[src/rtl/ls_mem_responder.sv]
// Load/store memory responder: one outstanding request, programmable access delay,
// big-endian byte lanes over an internal word array, sign/zero-extended load data.
module ls_mem_responder #(
   parameter int DEPTH_WORDS = 64,
   parameter int WAIT_CYCLES = 2
) (
   input  logic        clk,
   input  logic        reset,
   input  logic        req_valid,
   output logic        req_ready,
   input  logic        req_write,
   input  logic [0:1]  req_size,
   input  logic        req_signed,
   input  logic [0:31] req_addr,
   input  logic [0:31] req_wdata,
   output logic        resp_valid,
   input  logic        resp_ready,
   output logic [0:31] resp_rdata,
   output logic        resp_err
);

   localparam int AW = (DEPTH_WORDS > 1) ? $clog2(DEPTH_WORDS) : 1;
   localparam int CW = (WAIT_CYCLES > 1) ? $clog2(WAIT_CYCLES) : 1;

   typedef enum logic [1:0] {IDLE, WAIT, ACCESS, RESP} state_t;

   state_t         state;
   logic [CW-1:0]  wait_cnt;
   logic           l_write;
   logic           l_signed;
   logic [0:1]     l_size;
   logic [0:31]    l_addr;
   logic [0:31]    l_wdata;
   logic [0:31]    mem [DEPTH_WORDS];
   logic [0:31]    rd_word;
   logic           acc_err;
   logic           err_c;
   logic [AW-1:0]  idx;
   logic [0:31]    merged;
   logic [0:31]    fmt;
   logic [0:7]     sel_b;
   logic [0:15]    sel_h;

   assign idx = l_addr[30-AW:29];

   always_comb begin
      err_c = (l_size == 2'b11)
           || ((l_size == 2'b01) && l_addr[31])
           || ((l_size == 2'b10) && (l_addr[30:31] != 2'b00))
           || ({2'b00, l_addr[0:29]} >= 32'(DEPTH_WORDS));
   end

   // Byte lane 0 is bits [0:7] (big-endian), so the lane offset indexes upward from the MSB.
   always_comb begin
      merged = mem[idx];
      case (l_size)
         2'b00:   merged[{l_addr[30:31], 3'b000} +: 8]  = l_wdata[24:31];
         2'b01:   merged[{l_addr[30], 4'b0000} +: 16]   = l_wdata[16:31];
         default: merged = l_wdata;
      endcase
   end

   always_ff @(posedge clk) begin
      if (state == ACCESS && l_write && !err_c)
         mem[idx] <= merged;
   end

   always_comb begin
      sel_b = rd_word[{l_addr[30:31], 3'b000} +: 8];
      sel_h = rd_word[{l_addr[30], 4'b0000} +: 16];
      fmt   = '0;
      if (!acc_err && !l_write) begin
         case (l_size)
            2'b00:   fmt = {{24{l_signed & sel_b[0]}}, sel_b};
            2'b01:   fmt = {{16{l_signed & sel_h[0]}}, sel_h};
            default: fmt = rd_word;
         endcase
      end
   end

   // The array word is captured in ACCESS; extension is registered on the first RESP cycle,
   // which gives resp_valid its WAIT_CYCLES+2 latency from acceptance.
   always_ff @(posedge clk or posedge reset) begin
      if (reset) begin
         state      <= IDLE;
         req_ready  <= 1'b1;
         resp_valid <= 1'b0;
         resp_rdata <= '0;
         resp_err   <= 1'b0;
         wait_cnt   <= '0;
         l_write    <= 1'b0;
         l_signed   <= 1'b0;
         l_size     <= '0;
         l_addr     <= '0;
         l_wdata    <= '0;
         rd_word    <= '0;
         acc_err    <= 1'b0;
      end else begin
         case (state)
            IDLE: begin
               if (req_valid && req_ready) begin
                  l_write   <= req_write;
                  l_size    <= req_size;
                  l_signed  <= req_signed;
                  l_addr    <= req_addr;
                  l_wdata   <= req_wdata;
                  req_ready <= 1'b0;
                  wait_cnt  <= '0;
                  state     <= (WAIT_CYCLES > 0) ? WAIT : ACCESS;
               end
            end
            WAIT: begin
               if (wait_cnt == CW'(WAIT_CYCLES - 1)) begin
                  wait_cnt <= '0;
                  state    <= ACCESS;
               end else begin
                  wait_cnt <= wait_cnt + 1'b1;
               end
            end
            ACCESS: begin
               rd_word <= mem[idx];
               acc_err <= err_c;
               state   <= RESP;
            end
            RESP: begin
               if (!resp_valid) begin
                  resp_valid <= 1'b1;
                  resp_rdata <= fmt;
                  resp_err   <= acc_err;
               end else if (resp_ready) begin
                  resp_valid <= 1'b0;
                  req_ready  <= 1'b1;
                  state      <= IDLE;
               end
            end
            default: state <= IDLE;
         endcase
      end
   end

endmodule

[config.mk]
export PLATFORM = sky130hd
export DESIGN_NAME = ls_mem_responder
export DESIGN_NICKNAME = d
export VERILOG_FILES = /design/src/rtl/ls_mem_responder.sv
export SDC_FILE = /design/constraint.sdc
export NUM_CORES = 2
export LEC_CHECK = 0
export ABC_AREA = 1
export CAP_MARGIN = 20
export CELL_PAD_IN_SITES_DETAIL_PLACEMENT = 0
export CELL_PAD_IN_SITES_GLOBAL_PLACEMENT = 2
export CORE_ASPECT_RATIO = 0.6
export CORE_UTILIZATION = 45
export DETAILED_ROUTE_END_ITERATION = 6
export MAX_ROUTING_LAYER = met4
export PLACE_DENSITY = 0.86
export RECOVER_POWER = 100
export SYNTH_ARGS = -nofsm -noshare
export SYNTH_HDL_FRONTEND = slang
export SYNTH_SLANG_ARGS = --single-unit
[constraint.sdc]
create_clock -name clk -period 11.5 [get_ports clk]
set_clock_uncertainty 0.15 [all_clocks]
set_input_delay 2.3 -clock clk [delete_from_list [all_inputs] [get_ports clk]]
set_output_delay 2.3 -clock clk [all_outputs]
set_load 0.05 [all_outputs]
# ---- Word-level counts from Yosys, hierarchy flattened
# Memories as Yosys holds them, arrays and structs flattened.
# Index checks and enable logic that the tools add are counted.
dict set report op_classes {
  n_eq_ne 10
  magnitude_cmp 1
  mux 20
  reduce_logical 22
  bitwise 5
  n_addsub 3
  shift 6
}
# operator n
set ops {}
lappend ops {{32-bit case mux with 2 select lines} 2}
lappend ops {{33-bit by 7-bit variable shift with 32-bit output, first input constant} 2}
lappend ops {{32-bit by 6-bit variable part select with 33-bit output} 2}
lappend ops {{33-bit by 7-bit variable part select with 32-bit output} 2}
lappend ops {{32-bit bitwise mux} 2}
lappend ops {{32-bit 2-to-1 mux} 1}
lappend ops {{30-bit by 7-bit greater-or-equal comparator with 1-bit output, second input constant} 1}
lappend ops {{6-bit negation with 7-bit output} 2}
lappend ops {{5-bit inverter with 6-bit output} 2}
lappend ops {{2-bit == test, second input constant} 4}
lappend ops {{1-bit 2-to-1 mux} 8}
lappend ops {{2-bit 2-to-1 mux} 4}
lappend ops {{2-bit != test, second input constant} 4}
lappend ops {{2-bit case mux with 4 select lines} 1}
lappend ops {{4-bit AND reduction} 2}
lappend ops {{1-bit logical AND} 6}
lappend ops {{2-bit AND reduction} 3}
lappend ops {{2-bit nonzero test} 3}
lappend ops {{2-bit by 1-bit == test with 1-bit output, second input constant} 2}
lappend ops {{2-bit logical NOT} 2}
lappend ops {{1-bit case mux with 2 select lines} 2}
lappend ops {{1-bit logical NOT} 3}
lappend ops {{1-bit logical OR} 3}
lappend ops {{1-bit bitwise AND} 2}
lappend ops {{other kinds (2)} 2}
dict set report word_totals {
  wordCells 81
  n_memories 1
  output_inout_bits 35
  in_bits 72
  reg_bits 139
  ramBits 2048
}
# memory depth word_bits rd rd_clocked_by_memory_dff write_ports line_no
set mem_list {}
lappend mem_list {mem 64 32 1 0 1 34} ;# logic [0:31] mem [DEPTH_WORDS];

# ---- Depth between registers and ports, before layout
dict set report logic_depth {
  word_depth 9
  ltp_mapped 16
  mapped_depth_nobuf 13
}

# ---- Worst setup path after synthesis
# No wires, ideal clock.
dict set report synth_path {
  path_type {input to register}
  startpoint {in req_valid}
  endpoint {reg l_addr[13] (netlist name)}
  t_required_ns 11.225
  setup_time_ns 0.125
  arrival_ns 3.392
  setup_slack_ns 7.834
  path_buffers 2
  path_stages 4
  path_cell_list {nand3_1 clkbuf_1 clkbuf_1 mux2_2}
}
dict set report synth_via {
  elab_chain_cells 2
}
# element line_no
set synth_lines {}
lappend synth_lines {{from (decl)} 9} ;# input logic req_valid,
lappend synth_lines {{1-bit logical AND} 101} ;# if (req_valid && req_ready) begin
lappend synth_lines {{2-bit AND reduction (no source line)} n/a}
lappend synth_lines {{to (signal assigned)} 105} ;# l_addr <= req_addr;
lappend synth_lines {{to (decl)} 32} ;# logic [0:31] l_addr;
# Every way passes these cells.
# A chain may end at the register's enable or synchronous reset.

# ---- Worst setup path in the final report
dict set report layout_path {
  startpoint {reg l_addr[30] (netlist name)}
  endpoint {mem mem[37][15] (netlist name), enable pin}
}
dict set report layout_via {
  elab_chain_cells 8
}
# element line_no
set layout_lines {}
lappend layout_lines {{2-bit nonzero test} 49} ;# || ((l_size == 2'b10) && (l_addr[30:31] != 2'b00))
lappend layout_lines {{1-bit logical AND} 49}
lappend layout_lines {{1-bit logical OR} 49}
lappend layout_lines {{1-bit logical OR} 50} ;# || ({2'b00, l_addr[0:29]} >= 32'(DEPTH_WORDS));
lappend layout_lines {{1-bit logical NOT} 64} ;# if (state == ACCESS && l_write && !err_c)
lappend layout_lines {{1-bit logical AND} 64}
lappend layout_lines {{1-bit 2-to-1 mux} 64}
lappend layout_lines {{1-bit 2-to-1 mux (implied by the code)} 65} ;# mem[idx] <= merged;
lappend layout_lines {{to (decl)} 34}
# Every way passes these cells.

==> key figures <==
Run status
  – Outcome: complete, but fails checks
  – Failing checks: antenna rules, capacitance limit, slew limit

Clocking
  – Number of setup buffers added after CTS: 0
  – Cts hold-fix bufs: 0
  – Clock Sinks: 2187
  – Root buffer cell: clkbuf_16
  – CTS tree: built
  – Inserted Clock Buffers: 206
  – Clk slew on worst S/H paths: 0.07 ns
  – Post-CTS Resized: 0
  – Max clock buf depth: 4
  – H-tree depth: 4
  – Skew-Pair Late Insertion Delay: 0.88 ns

Worst setup path
  – CP endpoint kind: flip-flop
  – Crit-path most repeated cell: nor2_1
  – Worst R2R End: mem[37][15]
  – Worst-path cell chain: clkbuf_1, nor2_1, inv_1, a21oi_1, nand2_1, nor2_1, nand3_1, nor2_1, clkbuf_1
  – R2R setup slack: 2.88 ns
  – CP arrival: 8.91 ns
  – WS Path Type: flip-flop to flip-flop
  – Crit start category: flip-flop
  – CP max stage cell: nor2_1
  – R2R cell count: 9
  – Crit Reg-Reg Startpoint: l_addr[30]
  – CP required: 11.79 ns
  – Highest cell delay on the worst timing path: 1.83 ns
  – Worst-path fanout max: 51

Placed design
  – DP Area: 97340 um2
  – # port buffers: 106
  – Detailed placement HPWL: 167.5 mm
  – GP Congestion: 0.9367

Route
  – Initial DRC count: 8462
  – Drt wl/cell: 24.95 um
  – Antenna-violating nets left: 1
  – Via/cell ratio: 5.350
  – DRC Markers: 0
  – TritonRoute pass-1 iters: 7
  – Vias post-DR: 64880
  – Total Wirelength: 302.6 mm

Logic synthesis
  – Post-synthesis cell count: 9206
  – Seq/Total Area, Yosys: 0.6976
  – Post-synth EDFFs: 2048
  – Main combinational cell family by area after synthesis: simple AND/OR/NAND/NOR gates
  – Post-synthesis register bit count: 2187
  – Synth Cell Area: 93140 um2
  – Syn nets: 9282
  – Area leader, netlist: edfxtp_1
  – Most frequent cell after synthesis: nand2_1
  – Share of synthesized area spent on multiplexers: 0.004473
  – Avg Inst Size Synth: 10.12 um2
  – Async SR Flop Fraction: 0.06356
  – Area contributors post-synth: edfxtp_1 (66%), nand2_1 (23%), dfrtp_1 (3.7%), buf_2 (1.4%), nor2_1 (0.90%)
  – Top_reg_cell synth: edfxtp_1
  – Post-synthesis compound-gate area fraction: 0.01472
  – Xor/xnor share of the synthesized area: 0
  – Post-Synth Adder-Cell Area: 0.0005373
  – Number of library cell types mapped by synthesis: 36
  – Post-synth top area share: 0.6603
  – Simple-Gate Fraction of Synth Area: 0.2511
  – Most common library cells after synthesis: nand2_1 (5738), edfxtp_1 (2048), buf_2 (268)
  – Yosys Warn Count: 0

Power and ir drop
  – Flop pwr share: 0.393
  – Power per cell area: 277.3 nW/um2
  – Worst vdd ir: 0.0001930 V
  – Comb pwr share: 0.378
  – Psw: 11880 uW
  – Pwr Total: 28570 uW
  – Switching share of power: 0.4158
  – Leakage power: 0.04275 uW
  – Power Internal: 16690 uW
  – Clk network pwr share: 0.229

STA
  – Max-slew violation count: 2587
  – Max Clock Freq: 116.0 MHz
  – TNS Setup: 0 ns
  – Slew HR: -2.204
  – Endpoints failing setup: 0
  – Tmin final: 8.621 ns
  – Worst Max-Slew Pin Slew: 4.780 ns
  – Crit share post-route: 0.7497
  – RSZ-0062 raised after global routing: false
  – Count of final hold-check violations: 0

Global routing
  – Largest net degree at the start of global routing: 153
  – Vias in the first global route: 59320
  – Remaining global-route overflow: 0
  – First-pass GRT wire length: 431.9 mm
  – Tot GR Track Use: 0.2956
  – Antenna violations before repair: 19

Die
  – Die width: 589.3 um
  – Core Region: 204400 um2
  – Row cnt: 128
  – Die ar.: 208900 um2
  – Initial Util: 0.4558
  – Chip height: 354.4 um
  – IO Pins: 107

Worst hold path
  – Hold Path Class: flip-flop to flip-flop
  – Hold Path End: resp_rdata[17]
  – Hold path startpoint: resp_rdata[17]
  – Worst Hold Path Cells: 2

Cells and area
  – Fin area: 103000 um2
  – Syn-to-layout area delta: 10.62%
  – Share of layout cells above drive strength 1: 0.05445
  – Final net count: 9304

Run
  – Max Cap Violations: 84
[cells in the final DEF, fill, tap and decap left out, types with 14 or more instances in the layout]
cell,count
nand2_1,5738
edfxtp_1,2048
clkbuf_16,211
nor2_1,194
dfrtp_1,136
clkbuf_1,126
inv_1,110
nand3_1,103
buf_4,91
a21oi_1,85
clkdlybuf4s50_1,68
o21ai_0,64
nor2_4,43
clkinv_1,43
clkinv_2,40
dlygate4sd3_1,38
mux2_2,37
a31oi_1,32
o211ai_1,30
nand3_2,24
o21ai_1,21
nor2_2,15
diode_2,14
[per-stage QoR]
step,worst slack (ns),util,hold WS (ns),std cells
finish,2.879,0.5042,0.3322,12130
detailed placement,5.741,0.4763,0.3242,11750
floorplan,5.327,-,0.3206,9206
global placement,5.759,0.4762,0.3125,11750
global route,2.667,0.5041,0.3517,12120
CTS,5.707,0.5066,0.3418,12110
[worst max-delay path, delay by kind of cell (launching register included)]
kind,cells,cell delay [ns]
AND/OR/NAND/NOR,5,4.40
buffers and inverters,3,2.87
AO/OA/AOI/OAI,1,0.38
flip-flops,1,0.36
[layout make-up]
class                      count  area, um2
fill                       18550     101300
inverter                     118      475.5
timing repair buffer         283       2278
antenna                       14      35.03
multi-input combinational   6432      25660
clock buffer                 272       5589
sequential                  2187      64980
clock inverter                92      594.3
tap                         2730       3416
[power groups by stage]
stage,Combinational [uW],Sequential (uW),Clock (uW)
detailed placement,10600,11400,0
global placement,10500,11400,0
finish,10800,11200,6540
global route,11700,11200,6920
CTS,10600,11200,6620
floorplan,6170,11400,0
[metal layers]
metal	wire (um)	global-route usage	vias up
li1	-	-	29950
met1	141900	0.4587	31600
met2	122000	0.3938	2960
met3	31300	0.06032	376
met4	7322	0.06846	0
met5	0	-	-
[flip-flops by register name, indices dropped and copies added (netlist names), 2 cells and up]
| name | count |
|---|---|
| mem | 2048 |
| l_size | 2 |
| l_addr | 32 |
| l_wdata | 32 |
| resp_rdata | 32 |
| rd_word | 32 |
| state | 2 |
[worst max path at each step]
stage               start     endpoint  cells after the start
6_report       l_addr[30]  mem[37][15]                      9
5_1_grt        l_addr[28]   mem[9][30]                     14
4_1_cts        l_addr[29]   mem[14][5]                     16
3_5_place_dp   l_addr[29]   mem[16][5]                     16
3_3_place_gp   l_addr[29]   mem[16][5]                     16
2_1_floorplan       reset      acc_err                      1
[cell families after synthesis]
logic type / after synthesis
compound gates: 243
fa+ha+maj: 4
buf+inv: 587
flops: 2187
mux: 37
simple gates: 6148
Power figures use the tool's default switching activity.
